<file path="src/rtl/dmem_responder.sv">
// Data-memory responder: one outstanding load/store over valid/ready, with a fixed
// programmable wait between request accept and response.
module dmem_responder #(
  parameter int unsigned DEPTH_WORDS = 64,
  parameter int unsigned LATENCY     = 2,
  parameter logic [31:0] BASE_ADDR   = 32'h0
) (
  input  logic        clk,
  input  logic        rst_n,
  input  logic        req_valid,
  output logic        req_ready,
  input  logic        req_we,
  input  logic [31:0] req_addr,
  input  logic [31:0] req_wdata,
  input  logic [3:0]  req_be,
  output logic        rsp_valid,
  input  logic        rsp_ready,
  output logic [31:0] rsp_rdata,
  output logic        rsp_err
);

  localparam int unsigned IDX_W = $clog2(DEPTH_WORDS);
  localparam int unsigned CNT_W = 4;
  localparam logic [31:0] SPAN_BYTES = 32'(DEPTH_WORDS * 4);
  localparam logic [CNT_W-1:0] CNT_LOAD = (LATENCY == 0) ? '0 : CNT_W'(LATENCY - 1);

  typedef enum logic [1:0] {S_IDLE, S_WAIT, S_RESP} state_e;

  state_e             state_q, state_d;
  logic [CNT_W-1:0]   cnt_q, cnt_d;
  logic               we_q, we_d;
  logic [31:0]        addr_q, addr_d;
  logic [31:0]        wdata_q, wdata_d;
  logic [3:0]         be_q, be_d;
  logic               req_ready_q, req_ready_d;
  logic               rsp_valid_q, rsp_valid_d;
  logic [31:0]        rsp_rdata_q, rsp_rdata_d;
  logic               rsp_err_q, rsp_err_d;
  logic [31:0]        mem_q [DEPTH_WORDS];

  logic               commit_c;
  logic               t_we;
  logic [31:0]        t_addr, t_wdata, t_off;
  logic [3:0]         t_be;
  logic               t_err;
  logic [IDX_W-1:0]   t_idx;

  // Transaction being committed: live request when LATENCY=0 commits straight from IDLE.
  always_comb begin
    t_we    = we_q;
    t_addr  = addr_q;
    t_wdata = wdata_q;
    t_be    = be_q;
    if (state_q == S_IDLE) begin
      t_we    = req_we;
      t_addr  = req_addr;
      t_wdata = req_wdata;
      t_be    = req_be;
    end
    t_off = t_addr - BASE_ADDR;
    t_err = (t_addr[1:0] != 2'b00) || (t_off >= SPAN_BYTES);
    t_idx = t_off[IDX_W+1:2];
  end

  always_comb begin
    state_d     = state_q;
    cnt_d       = cnt_q;
    we_d        = we_q;
    addr_d      = addr_q;
    wdata_d     = wdata_q;
    be_d        = be_q;
    req_ready_d = req_ready_q;
    rsp_valid_d = rsp_valid_q;
    rsp_rdata_d = rsp_rdata_q;
    rsp_err_d   = rsp_err_q;
    commit_c    = 1'b0;
    unique case (state_q)
      S_IDLE: begin
        if (req_valid && req_ready_q) begin
          we_d        = req_we;
          addr_d      = req_addr;
          wdata_d     = req_wdata;
          be_d        = req_be;
          req_ready_d = 1'b0;
          if (LATENCY == 0) begin
            commit_c = 1'b1;
          end else begin
            state_d = S_WAIT;
            cnt_d   = CNT_LOAD;
          end
        end
      end
      S_WAIT: begin
        if (cnt_q == '0) commit_c = 1'b1;
        else             cnt_d = cnt_q - CNT_W'(1);
      end
      S_RESP: begin
        if (rsp_ready) begin
          state_d     = S_IDLE;
          rsp_valid_d = 1'b0;
          req_ready_d = 1'b1;
        end
      end
      default: state_d = S_IDLE;
    endcase
    // Response payload is captured on the edge that enters RESP and held until handshake.
    if (commit_c) begin
      state_d     = S_RESP;
      rsp_valid_d = 1'b1;
      rsp_err_d   = t_err;
      rsp_rdata_d = (t_we || t_err) ? '0 : mem_q[t_idx];
    end
  end

  always_ff @(posedge clk or negedge rst_n) begin
    if (!rst_n) begin
      state_q     <= S_IDLE;
      cnt_q       <= '0;
      we_q        <= 1'b0;
      addr_q      <= '0;
      wdata_q     <= '0;
      be_q        <= '0;
      req_ready_q <= 1'b1;
      rsp_valid_q <= 1'b0;
      rsp_rdata_q <= '0;
      rsp_err_q   <= 1'b0;
    end else begin
      state_q     <= state_d;
      cnt_q       <= cnt_d;
      we_q        <= we_d;
      addr_q      <= addr_d;
      wdata_q     <= wdata_d;
      be_q        <= be_d;
      req_ready_q <= req_ready_d;
      rsp_valid_q <= rsp_valid_d;
      rsp_rdata_q <= rsp_rdata_d;
      rsp_err_q   <= rsp_err_d;
    end
  end

  // Storage is not reset; a store only lands on its commit edge.
  always_ff @(posedge clk) begin
    if (rst_n && commit_c && t_we && !t_err) begin
      for (int i = 0; i < 4; i++) begin
        if (t_be[i]) mem_q[t_idx][8*i +: 8] <= t_wdata[8*i +: 8];
      end
    end
  end

  assign req_ready = req_ready_q;
  assign rsp_valid = rsp_valid_q;
  assign rsp_rdata = rsp_rdata_q;
  assign rsp_err   = rsp_err_q;

endmodule

</file>
<file path="config.mk">
export PLATFORM = sky130hd
export DESIGN_NAME = dmem_responder
export DESIGN_NICKNAME = d
export VERILOG_FILES = /design/src/rtl/dmem_responder.sv
export SDC_FILE = /design/constraint.sdc
export NUM_CORES = 2
export LEC_CHECK = 0
export ABC_CLOCK_PERIOD_IN_PS = 2900
export BUFFER_PORTS_ARGS = -buffer_cell sky130_fd_sc_hd__buf_2
export CAP_MARGIN = 40
export CORE_MARGIN = 8
export CORE_UTILIZATION = 38
export CTS_CLUSTER_DIAMETER = 120
export DETAILED_ROUTE_END_ITERATION = 10
export GPL_TIMING_DRIVEN = 1
export MAX_ROUTING_LAYER = met4
export PLACE_DENSITY = 0.63
export SKIP_CTS_REPAIR_TIMING = 1
export SYNTH_ARGS = -nofsm -noshare
export SYNTH_HDL_FRONTEND = slang
export SYNTH_SLANG_ARGS = --single-unit
</file>
<file path="constraint.sdc">
create_clock -name clk -period 2.9 [get_ports clk]
set_input_delay 0.58 -clock clk [delete_from_list [all_inputs] [get_ports clk]]
set_output_delay 0.58 -clock clk [all_outputs]
set_load 0.01 [all_outputs]
</file>
# == Word level (Yosys, flattened, before mapping) ==
# Memory sizes are Yosys's and may differ from the RTL's.
# Index checks and enable logic that the tools add are counted.
# Widths: inputs -> output; s select.
# op_classes
add_sub_neg,1
multipliers,0
div_mod_pow,0
order_cmp,1
eq_ne,8
shifts,0
muxes,32
bitwise_logic,0
reduce_logical,19
# op_table
operator,n
$mux 32,3
$ge 32x9->1 const B,1
$mux 1,20
$mux 4,3
$reduce_bool 2->1,5
$reduce_and 3->1,3
$pmux 4 s2,1
$mux 2,3
$ne 2x2->1 const B,3
$pmux 2 s3,1
$logic_and 1x1->1,4
$logic_not 4->1,1
$reduce_and 2->1,2
$sub 4x1->4 const B,1
$ne 3x2->1 const B,1
$ne 3x3->1 const B,1
$eq 2x1->1 const B,1
$eq 2x2->1 const B,1
$logic_not 2->1,1
$logic_or 1x1->1,2
$ne 2x1->1 const B,1
$pmux 1 s2,1
$logic_not 1->1,1
# totals
regBits,110
latchBits,0
mem_bits_rw,2048
mem_bits_ro,0
inputBits,73
output_inout_bits,35
elab_cells,72
mem_count,1
# memory_table
memory,depth,word_bits,read_ports,rd_ports_with_merged_regs,wr,line,source
mem_q,64,32,1,0,1,39,logic [31:0] mem_q [DEPTH_WORDS];

# == Longest topological paths before layout ==
# depth
word_depth,8
mapped_depth,14

# == Worst setup path after synthesis ==
# OpenSTA, ideal clock, no wires.
# synth_path
kind,register -> register
startpoint,reg state_q[1]
endpoint,"mem mem_q[48][10], enable pin"
setup_time_ns,0.383
arrival_time_ns,2.779
t_required_ns,2.517
path_slack_ns,-0.262
stages_incl_launch_ff,10
path_buffers,5
cell_sequence,dfrtp_1 buf_6 buf_6 or4b_2 o21ai_0 nand2_1 buf_2 buf_2 buf_1 nor3_1
# synth_via
elab_chain_cells,8
elab_cells_between_ends,16
classes_between,order compare (1); eq/ne (1); mux (7); reduce/logical (7)
# synth_rtl
item,line,source
from (decl),29,"state_e state_q, state_d;"
from (signal assigned),128,state_q <= state_d;
$logic_not 2->1,54,if (state_q == S_IDLE) begin
$mux 32,54,
$ge 32x9->1 / $reduce_bool 2->1 (equally long branches),61,t_err = (t_addr[1:0] != 2'b00) || (t_off >= SPAN_BYTES);
$logic_or 1x1->1,61,
$logic_not 1->1,143,if (rst_n && commit_c && t_we && !t_err) begin
$logic_and 1x1->1,143,
$mux 1,143,
$mux 1 (implied by the code),145,if (t_be[i]) mem_q[t_idx][8*i +: 8] <= t_wdata[8*i +: 8];
to (decl),39,
# Parallel ways exist; a longest one is shown, timed or not.

# == Final worst setup path ==
# layout_path
startpoint,reg state_q[0]
endpoint,"reg rsp_rdata_q[25], in the netlist rsp_rdata[25]"
# layout_via
elab_chain_cells,6
elab_cells_between_ends,11
classes_between,order compare (1); eq/ne (1); mux (4); reduce/logical (4); memory (1)
# layout_rtl
item,line,source
$logic_not 2->1,54,
$mux 32,54,
$ge 32x9->1 / $reduce_bool 2->1 (equally long branches),61,
$logic_or 1x1->1,61,
$logic_or 1x1->1,111,rsp_rdata_d = (t_we || t_err) ? '0 : mem_q[t_idx];
$mux 32,111,
to (signal assigned),136,rsp_rdata_q <= rsp_rdata_d;
to (decl),37,"logic [31:0] rsp_rdata_q, rsp_rdata_d;"
# Parallel ways exist; a longest one is shown, timed or not.
# A chain may end at the register's enable or synchronous reset.

==> out/qor.txt <==
critical path data arrival time -> 4.10 ns
Post-Route Skew -> 0.0604 ns
post-synthesis simple-gate area fraction -> 0.0831
Post-synth EDFFs -> 2048
Hold Path Class -> input pin to flip-flop
critical path required time -> 3.70 ns
failing checks -> negative setup slack
Fin. Hold Viols -> 0
Syn Inst Count -> 5618
Internal Power -> 51.1 mW
crit path kind -> flip-flop to flip-flop
total power -> 65.9 mW
Synth Warn # -> 0
library cells used by synthesis -> 76
most common cell after layout, fill and taps aside -> edfxtp_1
commonest cells after routing, fill and taps aside -> edfxtp_1, nand2_1, buf_4
Detail Route Antenna Nets -> 0
Worst-Margin Slew -> 0.963 ns
drt first pass iters -> 8
outcome -> complete, but fails checks
Boundary Pins -> 108
min Tclk post-route -> 3.30 ns
peak supply drop -> 0.615 mV
Skew-Pair Late Insertion Delay -> 0.89 ns
Total Nets Final -> 6856
Combinational Power Share -> 0.061
Syn Area/Cell -> 14.8 µm²
Sequential Power Share -> 0.517
Site Rows -> 171
Synth Flop Type -> edfxtp_1
H-tree depth -> 4
RSZ-0062 raised after global routing -> yes
Die Ht -> 484 µm
post-synth net total -> 5692
DRC -> 0
CTS tree -> yes
vias -> 58234
max_slew headroom -> 0.358
Final Slew Violations -> 0
power density over the cells -> 623 nW/µm²
Post-synth ARST share -> 0.0510
Final TNS setup -> -292.84 ns
Net Sw Frac -> 0.225
Worst-path clk slew -> 0.06 ns
Fill cells -> 18289
global-route wire length before repair -> 397 mm
Hold Slack -> 0.0642 ns
Bufs on Longest Clock Path -> 3
Synth Area in Adders -> 0.000150
overall routing resource usage -> 0.234
fraction of layout cells with a size suffix above 1 -> 0.273
min setup slack post-route -> -0.405 ns
CP startpoint kind -> flip-flop
clk sinks -> 2158
fmax -> 0.303 GHz
vias in the first global route -> 56106
mux contribution to synthesized area -> 0.0187
Max Cap Viol -> 0
vias per cell -> 5.93
Final setup viols -> 2046
Die ar. -> 234000 µm²
Initial Util -> 0.383
IO Port Bufs -> 107
Yosys reg bits -> 2158
CP max FO -> 16
dpl hpwl -> 185 mm
grt ovf -> 0
Lkg Pwr -> 37.3 nW
Layout area overhead -> 27.2%
initial antenna violation count -> 11
pin count of the biggest net entering global routing -> 111
synthesized area -> 83200 µm²
Root Buffer -> clkbuf_16
R2R Setup Slk -> -0.40 ns
post-synthesis sequential area ratio -> 0.772
WL final -> 283 mm
P_sw -> 14.8 mW
chip width -> 484 µm
GPL Wtd Cong -> 0.946
CTS Buf Count -> 212
ratio of final minimum period to clock period -> 1.14
Clock power frac -> 0.422
main combinational cell family by area after synthesis -> compound AO/OA/AOI/OAI gates
XOR/XNOR Fraction of Synth Area -> 0.000211
core box area -> 217000 µm²
mean routed wirelength per cell -> 28.7 µm
Compound-Gate Fraction of Synth Area -> 0.101
DRT iter0 DRCs -> 8096
Setup crit end kind -> flip-flop
==> cell type report <==
type                            count  area, µm²  share of cell area
Antenna cell                        9       22.5            0.000213
Clock buffer                      281       5700              0.0539
Clock inverter                    116       1350              0.0127
Inverter                            4       15.0            0.000142
Multi-Input combinational cell   3053      18300               0.173
Sequential cell                  2158      64300               0.607
Tap cell                         2854       3570              0.0337
Timing Repair Buffer             1353      12600               0.119
==> flip-flops by register name, indices dropped and copies added (netlist names) <==
| signal | count |
|---|---|
| addr_q | 32 |
| be_q | 4 |
| cnt_q | 4 |
| mem_q | 2048 |
| req_ready | 1 |
| rsp_err | 1 |
| rsp_rdata | 32 |
| rsp_valid | 1 |
| state_q | 2 |
| wdata_q | 32 |
| we_q | 1 |
==> metal layers <==
layer	global-route usage	part of all wire	up-vias
met3	0.0503	0.12	638
met4	0.0790	0.039	0
met5	-	0	-
met2	0.358	0.46	3878
met1	0.311	0.38	29403
li1	-	-	24315
==> worst paths after layout <==
path / start / endpoint / depth (start not counted)
worst max-delay path: state_q[0] / rsp_rdata[25] / 13
worst min-delay path: rsp_ready / req_ready / 3
worst max register to register: state_q[0] / rsp_rdata[25] / 13
worst min register to register: rsp_rdata[14] / rsp_rdata[14] / 2
max in group asynchronous: rst_n / rsp_rdata[8] / 3
min in group asynchronous: rst_n / wdata_q[23] / 3
==> Yosys cell counts (8+ instances only) <==
master	count	area (µm²)
dfrtp_1	109	2730
a31oi_1	143	895
or4_1	18	135
a21o_1	8	60.1
a22oi_1	19	143
a22o_1	14	123
nor3_1	237	1190
o21ai_0	31	155
nor4_1	44	275
o31ai_1	14	105
nor2_1	177	664
o221ai_1	26	228
buf_2	178	891
clkbuf_1	105	394
nand3_1	115	576
a211oi_1	9	67.6
buf_4	49	368
a32oi_1	128	1120
a21oi_1	338	1690
nand2_1	1008	3780
edfxtp_1	2048	61500
a221oi_1	8	70.1
o2111ai_1	8	70.1
mux2i_1	54	541
mux2_2	76	856
buf_1	57	214
o22ai_1	447	2800
buf_6	13	146
a32o_1	37	370
==> power groups by stage <==
stage / registers (mW) / logic [mW] / clock network [mW]
after floorplan: 34.8 / 1.60 / 0
after global placement: 34.7 / 3.71 / 0
after detailed placement: 34.7 / 3.76 / 0
after CTS: 34.1 / 3.78 / 28.0
after global routing: 34.1 / 4.14 / 29.1
final: 34.1 / 4.00 / 27.8
==> worst max-delay path: stages (launching register included) <==
cell and delay [ns]:
dfrtp_1 0.42, buf_12 0.16, nor2_4 0.15, buf_12 0.14
mux2i_4 0.31, buf_4 0.19, buf_12 0.14, buf_12 0.20
nor2_1 0.13, buf_4 0.19, a32o_1 0.20, a2111oi_0 0.56
buf_4 0.24, a32o_1 0.16
==> kinds of logic after synthesis <==
group / count (synthesis)
DFF: 2158
AOI/OAI and AO/OA: 1274
muxes: 138
and+or+nand+nor: 1637
xor gates and xnor gates: 2
adders and majority gates: 1
buffers and inverters: 408
==> per-stage QoR <==
step	worst slack (ns)	utilization	instances	cell area (µm²)
floorplan	-0.226	-	5618	83700
global placement	-0.594	0.445	9322	96700
detailed placement	-0.613	0.445	9322	96700
CTS	-0.609	0.477	9719	104000
global route	-0.397	0.487	9827	106000
finish	-0.405	0.487	9828	106000
No activity file was read; power rests on OpenSTA's default activity.
